**config.mk**
```make
export PLATFORM = sky130hd
export DESIGN_NAME = spi_pwm_config_flat
export DESIGN_NICKNAME = d
export VERILOG_FILES = /design/src/rtl/spi_pwm_pkg.sv /design/src/rtl/spi_pwm_if.sv /design/src/rtl/spi_sync.sv /design/src/rtl/spi_pwm_config.sv /design/src/flat_wrapper.sv
export SDC_FILE = /design/constraint.sdc
export NUM_CORES = 1
export LEC_CHECK = 0
export ABC_AREA = 0
export CORE_MARGIN = 2
export CORE_UTILIZATION = 47
export DETAILED_ROUTE_END_ITERATION = 12
export PLACE_DENSITY_LB_ADDON = 0.1
export SYNTH_ARGS = -nofsm -noshare
export SYNTH_HDL_FRONTEND = slang
export SYNTH_SLANG_ARGS = --single-unit
```
**constraint.sdc**
```tcl
create_clock -name clk -period 1.65 [get_ports clk]
set_input_delay 0.4125 -clock clk [delete_from_list [all_inputs] [get_ports clk]]
set_output_delay 0.4125 -clock clk [all_outputs]
set_load 0.1 [all_outputs]
```
**src/rtl/spi_pwm_pkg.sv**
```systemverilog
// Shared definitions for the SPI configuration port of the PWM peripheral:
// frame geometry, register map and controller state encoding.
package spi_pwm_pkg;

   localparam int FRAME_BITS = 16;
   localparam int CNT_W      = 5;

   localparam logic [6:0] ADDR_EN_OUT_LO = 7'h00;
   localparam logic [6:0] ADDR_EN_OUT_HI = 7'h01;
   localparam logic [6:0] ADDR_EN_PWM_LO = 7'h02;
   localparam logic [6:0] ADDR_EN_PWM_HI = 7'h03;
   localparam logic [6:0] ADDR_DUTY      = 7'h04;

   typedef enum logic [1:0] {
      ST_IDLE   = 2'd0,
      ST_SHIFT  = 2'd1,
      ST_COMMIT = 2'd2
   } spi_state_e;

   // A frame is a write only when its leading bit is set.
   function automatic logic is_write(input logic [FRAME_BITS-1:0] frame);
      return frame[FRAME_BITS-1];
   endfunction

endpackage

```
**src/rtl/spi_pwm_if.sv**
```systemverilog
// SPI pin group plus the configuration register outputs it programs.
// Protocol: no valid/ready pair exists; a register value is new exactly in the cycle wr_done is high.
interface spi_pwm_if;
   logic       sclk;
   logic       copi;
   logic       ncs;
   logic [7:0] en_reg_out_7_0;
   logic [7:0] en_reg_out_15_8;
   logic [7:0] en_reg_pwm_7_0;
   logic [7:0] en_reg_pwm_15_8;
   logic [7:0] pwm_duty_cycle;
   logic       wr_done;

   modport master (
      output sclk, copi, ncs,
      input  en_reg_out_7_0, en_reg_out_15_8, en_reg_pwm_7_0, en_reg_pwm_15_8,
             pwm_duty_cycle, wr_done
   );

   modport slave (
      input  sclk, copi, ncs,
      output en_reg_out_7_0, en_reg_out_15_8, en_reg_pwm_7_0, en_reg_pwm_15_8,
             pwm_duty_cycle, wr_done
   );
endinterface

```
**src/rtl/spi_sync.sv**
```systemverilog
// Multi-flop synchroniser for one asynchronous input, with a selectable reset value.
module spi_sync #(
   parameter int   STAGES  = 2,
   parameter logic RST_VAL = 1'b0
) (
   input  logic clk,
   input  logic rst_n,
   input  logic d,
   output logic q
);

   logic [STAGES-1:0] chain;

   always_ff @(posedge clk or negedge rst_n) begin
      if (!rst_n) begin
         chain <= {STAGES{RST_VAL}};
      end else begin
         chain <= {chain[STAGES-2:0], d};
      end
   end

   assign q = chain[STAGES-1];

endmodule

```
**src/rtl/spi_pwm_config.sv**
```systemverilog
// Write-only SPI mode-0 slave that loads the five PWM peripheral configuration
// registers from 16-bit frames {write, addr[6:0], data[7:0]}.
module spi_pwm_config
   import spi_pwm_pkg::*;
#(
   parameter int         SYNC_STAGES = 2,
   parameter logic [6:0] MAX_ADDR    = 7'h04
) (
   input  logic       clk,
   input  logic       rst_n,
   spi_pwm_if.slave   bus,
   output spi_state_e state_dbg
);

   logic sclk_s, copi_s, ncs_s;
   logic sclk_d, ncs_d;
   logic sclk_rise, ncs_rise, ncs_fall;

   spi_state_e state_q, state_nxt;
   logic [CNT_W-1:0]      bit_cnt_q;
   logic [FRAME_BITS-1:0] shift_q;
   logic                  clr_frame, do_shift, do_commit;

   logic [7:0] en_out_lo_q, en_out_hi_q, en_pwm_lo_q, en_pwm_hi_q, duty_q;
   logic       wr_done_q;

   logic [6:0] frame_addr;
   logic [7:0] frame_data;

   spi_sync #(.STAGES(SYNC_STAGES), .RST_VAL(1'b0)) u_sync_sclk (
      .clk(clk), .rst_n(rst_n), .d(bus.sclk), .q(sclk_s)
   );
   spi_sync #(.STAGES(SYNC_STAGES), .RST_VAL(1'b0)) u_sync_copi (
      .clk(clk), .rst_n(rst_n), .d(bus.copi), .q(copi_s)
   );
   spi_sync #(.STAGES(SYNC_STAGES), .RST_VAL(1'b1)) u_sync_ncs (
      .clk(clk), .rst_n(rst_n), .d(bus.ncs), .q(ncs_s)
   );

   always_ff @(posedge clk or negedge rst_n) begin
      if (!rst_n) begin
         sclk_d <= 1'b0;
         ncs_d  <= 1'b1;
      end else begin
         sclk_d <= sclk_s;
         ncs_d  <= ncs_s;
      end
   end

   assign sclk_rise = sclk_s & ~sclk_d;
   assign ncs_rise  = ncs_s & ~ncs_d;
   assign ncs_fall  = ~ncs_s & ncs_d;

   assign frame_addr = shift_q[14:8];
   assign frame_data = shift_q[7:0];

   // Chip-select edges take priority over sclk so a coincident final edge is dropped.
   always_comb begin
      state_nxt = state_q;
      clr_frame = 1'b0;
      do_shift  = 1'b0;
      do_commit = 1'b0;
      case (state_q)
         ST_IDLE: begin
            if (ncs_fall) begin
               state_nxt = ST_SHIFT;
               clr_frame = 1'b1;
            end
         end
         ST_SHIFT: begin
            if (ncs_fall) begin
               clr_frame = 1'b1;
            end else if (ncs_rise) begin
               state_nxt = (bit_cnt_q == CNT_W'(FRAME_BITS)) ? ST_COMMIT : ST_IDLE;
            end else if (sclk_rise && (bit_cnt_q != CNT_W'(FRAME_BITS))) begin
               do_shift = 1'b1;
            end
         end
         ST_COMMIT: begin
            state_nxt = ST_IDLE;
            do_commit = is_write(shift_q) && (frame_addr <= MAX_ADDR);
         end
         default: state_nxt = ST_IDLE;
      endcase
   end

   always_ff @(posedge clk or negedge rst_n) begin
      if (!rst_n) begin
         state_q   <= ST_IDLE;
         bit_cnt_q <= '0;
         shift_q   <= '0;
      end else begin
         state_q <= state_nxt;
         if (clr_frame) begin
            bit_cnt_q <= '0;
            shift_q   <= '0;
         end else if (do_shift) begin
            bit_cnt_q <= bit_cnt_q + 1'b1;
            shift_q   <= {shift_q[FRAME_BITS-2:0], copi_s};
         end
      end
   end

   always_ff @(posedge clk or negedge rst_n) begin
      if (!rst_n) begin
         en_out_lo_q <= 8'h00;
         en_out_hi_q <= 8'h00;
         en_pwm_lo_q <= 8'h00;
         en_pwm_hi_q <= 8'h00;
         duty_q      <= 8'h00;
         wr_done_q   <= 1'b0;
      end else begin
         wr_done_q <= do_commit;
         if (do_commit) begin
            case (frame_addr)
               ADDR_EN_OUT_LO: en_out_lo_q <= frame_data;
               ADDR_EN_OUT_HI: en_out_hi_q <= frame_data;
               ADDR_EN_PWM_LO: en_pwm_lo_q <= frame_data;
               ADDR_EN_PWM_HI: en_pwm_hi_q <= frame_data;
               ADDR_DUTY:      duty_q      <= frame_data;
               default: ;
            endcase
         end
      end
   end

   assign bus.en_reg_out_7_0  = en_out_lo_q;
   assign bus.en_reg_out_15_8 = en_out_hi_q;
   assign bus.en_reg_pwm_7_0  = en_pwm_lo_q;
   assign bus.en_reg_pwm_15_8 = en_pwm_hi_q;
   assign bus.pwm_duty_cycle  = duty_q;
   assign bus.wr_done         = wr_done_q;
   assign state_dbg           = state_q;

endmodule

```
**src/flat_wrapper.sv**
```systemverilog
// flat-port wrapper written by rule: the top's interface ports become plain ports
module spi_pwm_config_flat import spi_pwm_pkg::*;
#(
   parameter int         SYNC_STAGES = 2,
   parameter logic [6:0] MAX_ADDR    = 7'h04
)
  (clk, rst_n, state_dbg, bus_sclk, bus_copi, bus_ncs, bus_en_reg_out_7_0, bus_en_reg_out_15_8, bus_en_reg_pwm_7_0, bus_en_reg_pwm_15_8, bus_pwm_duty_cycle, bus_wr_done);
  spi_pwm_if bus_i ();
  input  logic clk;
  input  logic rst_n;
  output spi_state_e state_dbg;
  input wire logic [$bits(bus_i.sclk)-1:0] bus_sclk;
  input wire logic [$bits(bus_i.copi)-1:0] bus_copi;
  input wire logic [$bits(bus_i.ncs)-1:0] bus_ncs;
  output wire logic [$bits(bus_i.en_reg_out_7_0)-1:0] bus_en_reg_out_7_0;
  output wire logic [$bits(bus_i.en_reg_out_15_8)-1:0] bus_en_reg_out_15_8;
  output wire logic [$bits(bus_i.en_reg_pwm_7_0)-1:0] bus_en_reg_pwm_7_0;
  output wire logic [$bits(bus_i.en_reg_pwm_15_8)-1:0] bus_en_reg_pwm_15_8;
  output wire logic [$bits(bus_i.pwm_duty_cycle)-1:0] bus_pwm_duty_cycle;
  output wire logic [$bits(bus_i.wr_done)-1:0] bus_wr_done;
  assign bus_i.sclk = bus_sclk;
  assign bus_i.copi = bus_copi;
  assign bus_i.ncs = bus_ncs;
  assign bus_en_reg_out_7_0 = bus_i.en_reg_out_7_0;
  assign bus_en_reg_out_15_8 = bus_i.en_reg_out_15_8;
  assign bus_en_reg_pwm_7_0 = bus_i.en_reg_pwm_7_0;
  assign bus_en_reg_pwm_15_8 = bus_i.en_reg_pwm_15_8;
  assign bus_pwm_duty_cycle = bus_i.pwm_duty_cycle;
  assign bus_wr_done = bus_i.wr_done;
  spi_pwm_config #(.SYNC_STAGES(SYNC_STAGES), .MAX_ADDR(MAX_ADDR)) u_core (.clk(clk), .rst_n(rst_n), .bus(bus_i), .state_dbg(state_dbg));
endmodule
```
Word-level counts from Yosys, hierarchy flattened
Cells that the tools add are included.
{ "word_totals": {"latchBits": 0, "output_inout_bits": 43, "mem_bits_ro": 0, "ramBits": 0, "memories": 0, "ff_bits": 72} }
{ "classes": {"n_div": 0, "n_mul": 0, "addsub": 1, "n_shift": 0, "n_reduce_logical": 12, "muxes": 16, "magnitude_cmp": 1, "n_eq_ne": 11, "bitwise_logic": 6} }
{ "op_table": {"columns": ["operator", "n"], "rows": [
  ["two-way mux 16 bit", 2],
  ["equality test 7 x 2 -> 1 bit (second input constant)", 2],
  ["two-way mux 5 bit", 2],
  ["AND reduction 2 bit", 5],
  ["two-way mux 2 bit", 4],
  ["equality test 7 x 1 -> 1 bit (second input constant)", 1],
  ["equality test 7 x 3 -> 1 bit (second input constant)", 1],
  ["less-or-equal comparator 7 x 3 -> 1 bit (second input constant)", 1],
  ["logical NOT 7 bit", 1],
  ["two-way mux 1 bit", 7],
  ["adder 5 x 1 -> 5 bit (second input constant)", 1],
  ["equality test 5 bit (second input constant)", 1],
  ["!= test 5 bit (second input constant)", 1],
  ["!= test 2 x 1 -> 1 bit (second input constant)", 2],
  ["one-hot mux 2 bit (2 select lines)", 1],
  ["bitwise AND 1 bit", 3],
  ["inverter 1 bit", 3],
  ["AND reduction 3 bit", 1],
  ["equality test 2 x 1 -> 1 bit (second input constant)", 1],
  ["equality test 2 bit (second input constant)", 1],
  ["logical AND 1 bit", 2],
  ["logical NOT 2 bit", 1],
  ["!= test 2 bit (second input constant)", 1],
  ["nonzero test 2 bit", 1],
  ["OR reduction 2 bit", 1]
]} }

Logic depth before layout (Yosys ltp)
{ "depth": {"depth_word": 9, "depth_mapped": 7, "depth_no_buf": 5} }

By module
Synthesis repeated with hierarchy kept, for this count alone.
{ "unflattened": {"cells_unflattened": 200, "hier_area_um2": 2886.5} }
{ "modules_own_cells": {"columns": ["mod", "seq_area_each_um2", "cells_per_inst", "instances", "area_each_um2"], "rows": [
  ["spi_pwm_config", 1652.8, 194, 1, 2733.9],
  ["spi_sync at u_core.u_sync_copi ...", 50.0, 2, 2, 50.0],
  ["spi_sync at u_core.u_sync_ncs", 52.6, 2, 1, 52.6]
]} }

Worst setup path before layout
No wires, ideal clock.
{ "synth_path": {"path_kind": "register -> register", "from": "register u_core.state_q[1] (netlist: u_core.state_dbg[1])", "to": "register u_core.en_pwm_lo_q[0] (netlist: u_core.bus.en_reg_pwm_7_0[0])", "t_arrival_ps": 2077, "path_stages_with_launch": 4, "setup_slack_ps": -553, "required_time_ps": 1524, "cell_sequence": "dfrtp_1 > nor4b_4 > nand4_2 > mux2_2"} }
{ "synth_between": {"elab_chain_cells": 3} }
{ "synth_rtl": {"columns": ["element", "line", "rtl"], "rows": [
  ["start, declared", "spi_pwm_config.sv:19", "spi_state_e state_q, state_nxt;"],
  ["start signal, assigned", "spi_pwm_config.sv:93", "state_q <= state_nxt;"],
  ["equality test 2 bit", "spi_pwm_config.sv:63", "case (state_q)"],
  ["two-way mux 1 bit", "spi_pwm_config.sv:63", null],
  ["AND reduction 2 bit (no line)", null, null],
  ["end signal, assigned", "spi_pwm_config.sv:118", "ADDR_EN_PWM_LO: en_pwm_lo_q <= frame_data;"],
  ["end, declared", "spi_pwm_config.sv:24", "logic [7:0] en_out_lo_q, en_out_hi_q, en_pwm_lo_q, en_pwm_hi_q, duty_q;"]
]} }
No other way between the ends.
A chain may end at the register's enable or synchronous reset.

Worst setup path after layout
{ "layout_path": {"from": "register u_core.shift_q[10]", "to": "register u_core.en_pwm_hi_q[4] (netlist: u_core.bus.en_reg_pwm_15_8[4])"} }
{ "layout_between": {"elab_chain_cells": 4, "word_cells_on_any_way": 5, "cone_classes": "1 x order compare; 1 x eq/ne; 1 x mux; 2 x reduce/logical"} }
{ "layout_rtl": {"columns": ["element", "line", "rtl"], "rows": [
  ["start, declared", "spi_pwm_config.sv:21", "logic [FRAME_BITS-1:0] shift_q;"],
  ["start signal, assigned", "spi_pwm_config.sv:99", "shift_q <= {shift_q[FRAME_BITS-2:0], copi_s};"],
  ["less-or-equal comparator 7 x 3 -> 1 bit", "spi_pwm_config.sv:81", "do_commit = is_write(shift_q) && (frame_addr <= MAX_ADDR);"],
  ["logical AND 1 bit", "spi_pwm_config.sv:81", null],
  ["two-way mux 1 bit", "spi_pwm_config.sv:63", null],
  ["AND reduction 2 bit (no line) (*)", null, null],
  ["end signal, assigned", "spi_pwm_config.sv:119", "ADDR_EN_PWM_HI: en_pwm_hi_q <= frame_data;"],
  ["end, declared", "spi_pwm_config.sv:24", null]
]} }
Mark *: on every way between the ends. The rest lies on a longest branch, timed or not.

==> results.py <==
metrics = {
    "outcome": {
        "status": "finished, final reports clean",
    },
    "place": {
        "dp.final_hpwl_um": 3680,
        "io_buffers": 47,
        "dp_slack_ns": -0.0345,
        "place_congestion": 0.747,
        "dpl_cell_area_sq_um": 3930,
    },
    "final_layout": {
        "drive_gt1_frac": 0.471,
        "design_area_sq_um": 4200,
        "area_growth_pct": 47.3,
        "nFillCells": 385,
        "utilization": 0.713,
        "diodes": 0,
        "nNetsFinal": 265,
    },
    "global_route": {
        "grt_pass1_vias": 1762,
        "grt_pass1_wl_um": 8920,
        "gr-usage-all-layers": 0.183,
        "antenna_found_initial": 0,
        "grt_start_max_net_pins": 26,
        "grt_overflow": 0,
    },
    "routing": {
        "highest_layer": "met4",
        "wl_met1_um": 2470,
        "viasPerCell": 5.15,
        "wl_per_cell_um": 15.4,
        "ant_nets": 0,
        "wl_met2_um": 2380,
        "initialDrtViolationCount": 97,
        "first_pass_iters": 4,
        "vias": 1742,
        "wl_met3_um": 248,
        "postRouteWirelength_um": 5220,
        "drt_drc_violations_left": 0,
    },
    "clocking": {
        "htreeDepth": 3,
        "path_clk_slew_ns": 0.07,
        "cts_buffer_depth": 2,
        "cts-buffers-inserted": 9,
        "root_buffer": "clkbuf_8",
        "cts.sinks": 72,
        "clk_latency_ns": 0.34,
        "cts_tree": "done",
    },
    "setup_path": {
        "start_kind": "register",
        "critical_path_peak_fanout": 8,
        "end_kind": "register",
        "regToRegStartpoint": "u_core.shift_q[10]",
        "crit_type": "reg2reg",
        "crit_start": "u_core.shift_q[10]",
        "worst_ep_arrival_time_ns": 1.86,
        "r2r_cells": 3,
        "r2r_end": "u_core.bus.en_reg_pwm_15_8[4]",
        "worstPathRequired_ns": 1.88,
        "r2r_setup_slack_ns": 0.01,
    },
    "yosys": {
        "synth_warnings": 0,
        "synth_edf_count": 0,
        "synthTopCellsByArea": "dfrtp_1, mux2_2, mux2i_1",
        "ys_seq_area_frac": 0.633,
        "yosys-top-cells-count": "dfrtp_1, mux2_2, nand2_1, mux2i_1, inv_1",
        "synth_cells": 194,
        "synth_nets": 201,
        "synth_ff_type": "dfrtp_1",
        "syn_area_sq_um": 2850,
        "synth_area_leader_cell": "dfrtp_1",
        "synth-async-reset-ratio": 1.00,
        "post-synth-top-count-cell": "dfrtp_1",
        "netlist-cell-type-count": 31,
        "syn_area_per_cell_sq_um": 14.7,
        "yosysTopAreaCellShare": 0.606,
        "synth_seq_cells": 72,
    },
    "sta": {
        "fin_crit_ns": 1.64,
        "finalHoldViolCount": 0,
        "fin_ws_ns": 0.0128,
        "rsz0062_at_grt": "yes",
        "post-route-period-util": 0.992,
        "fmax_mhz": 611,
        "setup_tns_ns": 0,
        "tightest_slew_ns": 0.390,
        "clock_skew_ns": 0.00824,
        "relSlewSlack": 0.740,
        "setup_viol": 0,
        "slew_violations": 0,
    },
    "floorplanning": {
        "die-area_sq_um": 6700,
        "fp-row-count": 28,
        "pin_count": 48,
        "die_x_um": 81.9,
        "start_util": 0.484,
        "coreArea_sq_um": 5890,
        "die_h_um": 81.9,
    },
    "pwr": {
        "leakage_nw": 2.09,
        "ir_drop_v": 0.000728,
        "power_density_nw_per_um2": 822,
        "finalPower_mw": 3.45,
    },
    "job": {
        "maxCapViolCount": 0,
    },
    "worst_hold_path": {
        "min_from": "u_core.u_sync_sclk.chain[0]",
        "hold_path_depth": 0,
        "min_to": "u_core.u_sync_sclk.chain[1]",
        "min_path_type": "reg2reg",
    },
}
-- cells by family (layout without fill, tap and decap cells) --
family | Yosys count | after routing | share of synthesized area
xor+xnor | 1 | 1 | 0.00307
compound gates | 3 | 3 | 0.00527
flops | 72 | 72 | 0.633
mux | 61 | 61 | 0.232
fa+ha+maj | 2 | 2 | 0.00878
buf+inv | 9 | 78 | 0.0136
simple gates | 46 | 46 | 0.104
-- registers in the layout (all words and copies together), names as in the netlist --
name / cells
u_core.u_sync_ncs.chain: 2
u_core.bus.en_reg_out_15_8: 8
u_core.u_sync_sclk.chain: 2
u_core.state_dbg: 2
u_core.sclk_d: 1
u_core.bus.en_reg_pwm_7_0: 8
u_core.bus.pwm_duty_cycle: 8
u_core.shift_q: 16
u_core.bus.en_reg_out_7_0: 8
u_core.ncs_d: 1
u_core.bit_cnt_q: 5
u_core.bus.en_reg_pwm_15_8: 8
u_core.u_sync_copi.chain: 2
u_core.bus.wr_done: 1
-- worst max-delay path, cell delays in order (launching register included) --
cell,delay [ns]
dfrtp_1,0.45
nor3b_4,0.38
nand3_2,0.33
mux2_2,0.36
-- per-stage QoR --
stage | instances | hold WS, ns
2_1_floorplan | 194 | 0.117
3_3_place_gp | 320 | 0.333
3_5_place_dp | 320 | 0.335
4_1_cts | 337 | 0.354
5_1_grt | 338 | 0.365
6_report | 338 | 0.351
-- report_power, final --
part           internal (mW)  total [mW]  switching (mW)
sequential              1.79        1.81          0.0212
combinational         0.0639       0.160          0.0957
clock                  0.862        1.48           0.616
-- cell usage in the layout (no fill, tap or decap), types with 2 or more instances in the layout --
| master | netlist | final |
|---|---|---|
| mux2i_1 | 21 | 21 |
| clkbuf_8 | 0 | 13 |
| buf_6 | 0 | 2 |
| clkdlybuf4s50_1 | 0 | 3 |
| dfstp_2 | 3 | 3 |
| nand2_1 | 22 | 22 |
| mux2_2 | 40 | 40 |
| buf_4 | 1 | 4 |
| dfrtp_4 | 0 | 2 |
| ha_1 | 2 | 2 |
| buf_12 | 0 | 46 |
| nand3_1 | 3 | 3 |
| nand3_2 | 3 | 2 |
| inv_1 | 5 | 5 |
| dfrtp_1 | 69 | 67 |
| and3_1 | 2 | 2 |
| o21ai_0 | 2 | 2 |
-- metal layers --
metal / global-route usage / vias up
met5: 0 / -
met1: 0.263 / 875
met2: 0.256 / 44
li1: - / 810
met4: 0.100 / 0
met3: 0.0440 / 13
-- worst max path at each step --
stage,endpoint,slack (ns),cells after the start
finish,u_core.bus.en_reg_pwm_15_8[4],0.01,3
global placement,u_core.bus.pwm_duty_cycle[2],0.01,4
floorplan,u_core.bus.en_reg_pwm_7_0[0],-0.14,3
CTS,u_core.bus.pwm_duty_cycle[7],-0.04,4
detailed placement,u_core.bus.pwm_duty_cycle[7],-0.03,4
global route,u_core.bus.en_reg_out_15_8[6],-0.08,3
-- cell type report --
class                           count  area, sq um  share of cell area
Sequential cell                    72         1810               0.432
Inverter                            5         18.8             0.00447
Clock inverter                      2         35.0             0.00835
Tap cell                           75         93.8              0.0224
Clock buffer                       14          183              0.0435
Multi-Input combinational cell    113         1040               0.247
Timing Repair Buffer               57         1020               0.243
-- repair_timing --
item | in CTS | in global routing
resized for setup | 0 | 7
endpoints found under the setup margin | 26 | 56
buffers inserted | 0 | 1
hold endpoints to repair | 11 | 0
hold buffers | 1 | 0
Note: power is estimated with default switching activity, not from simulation.
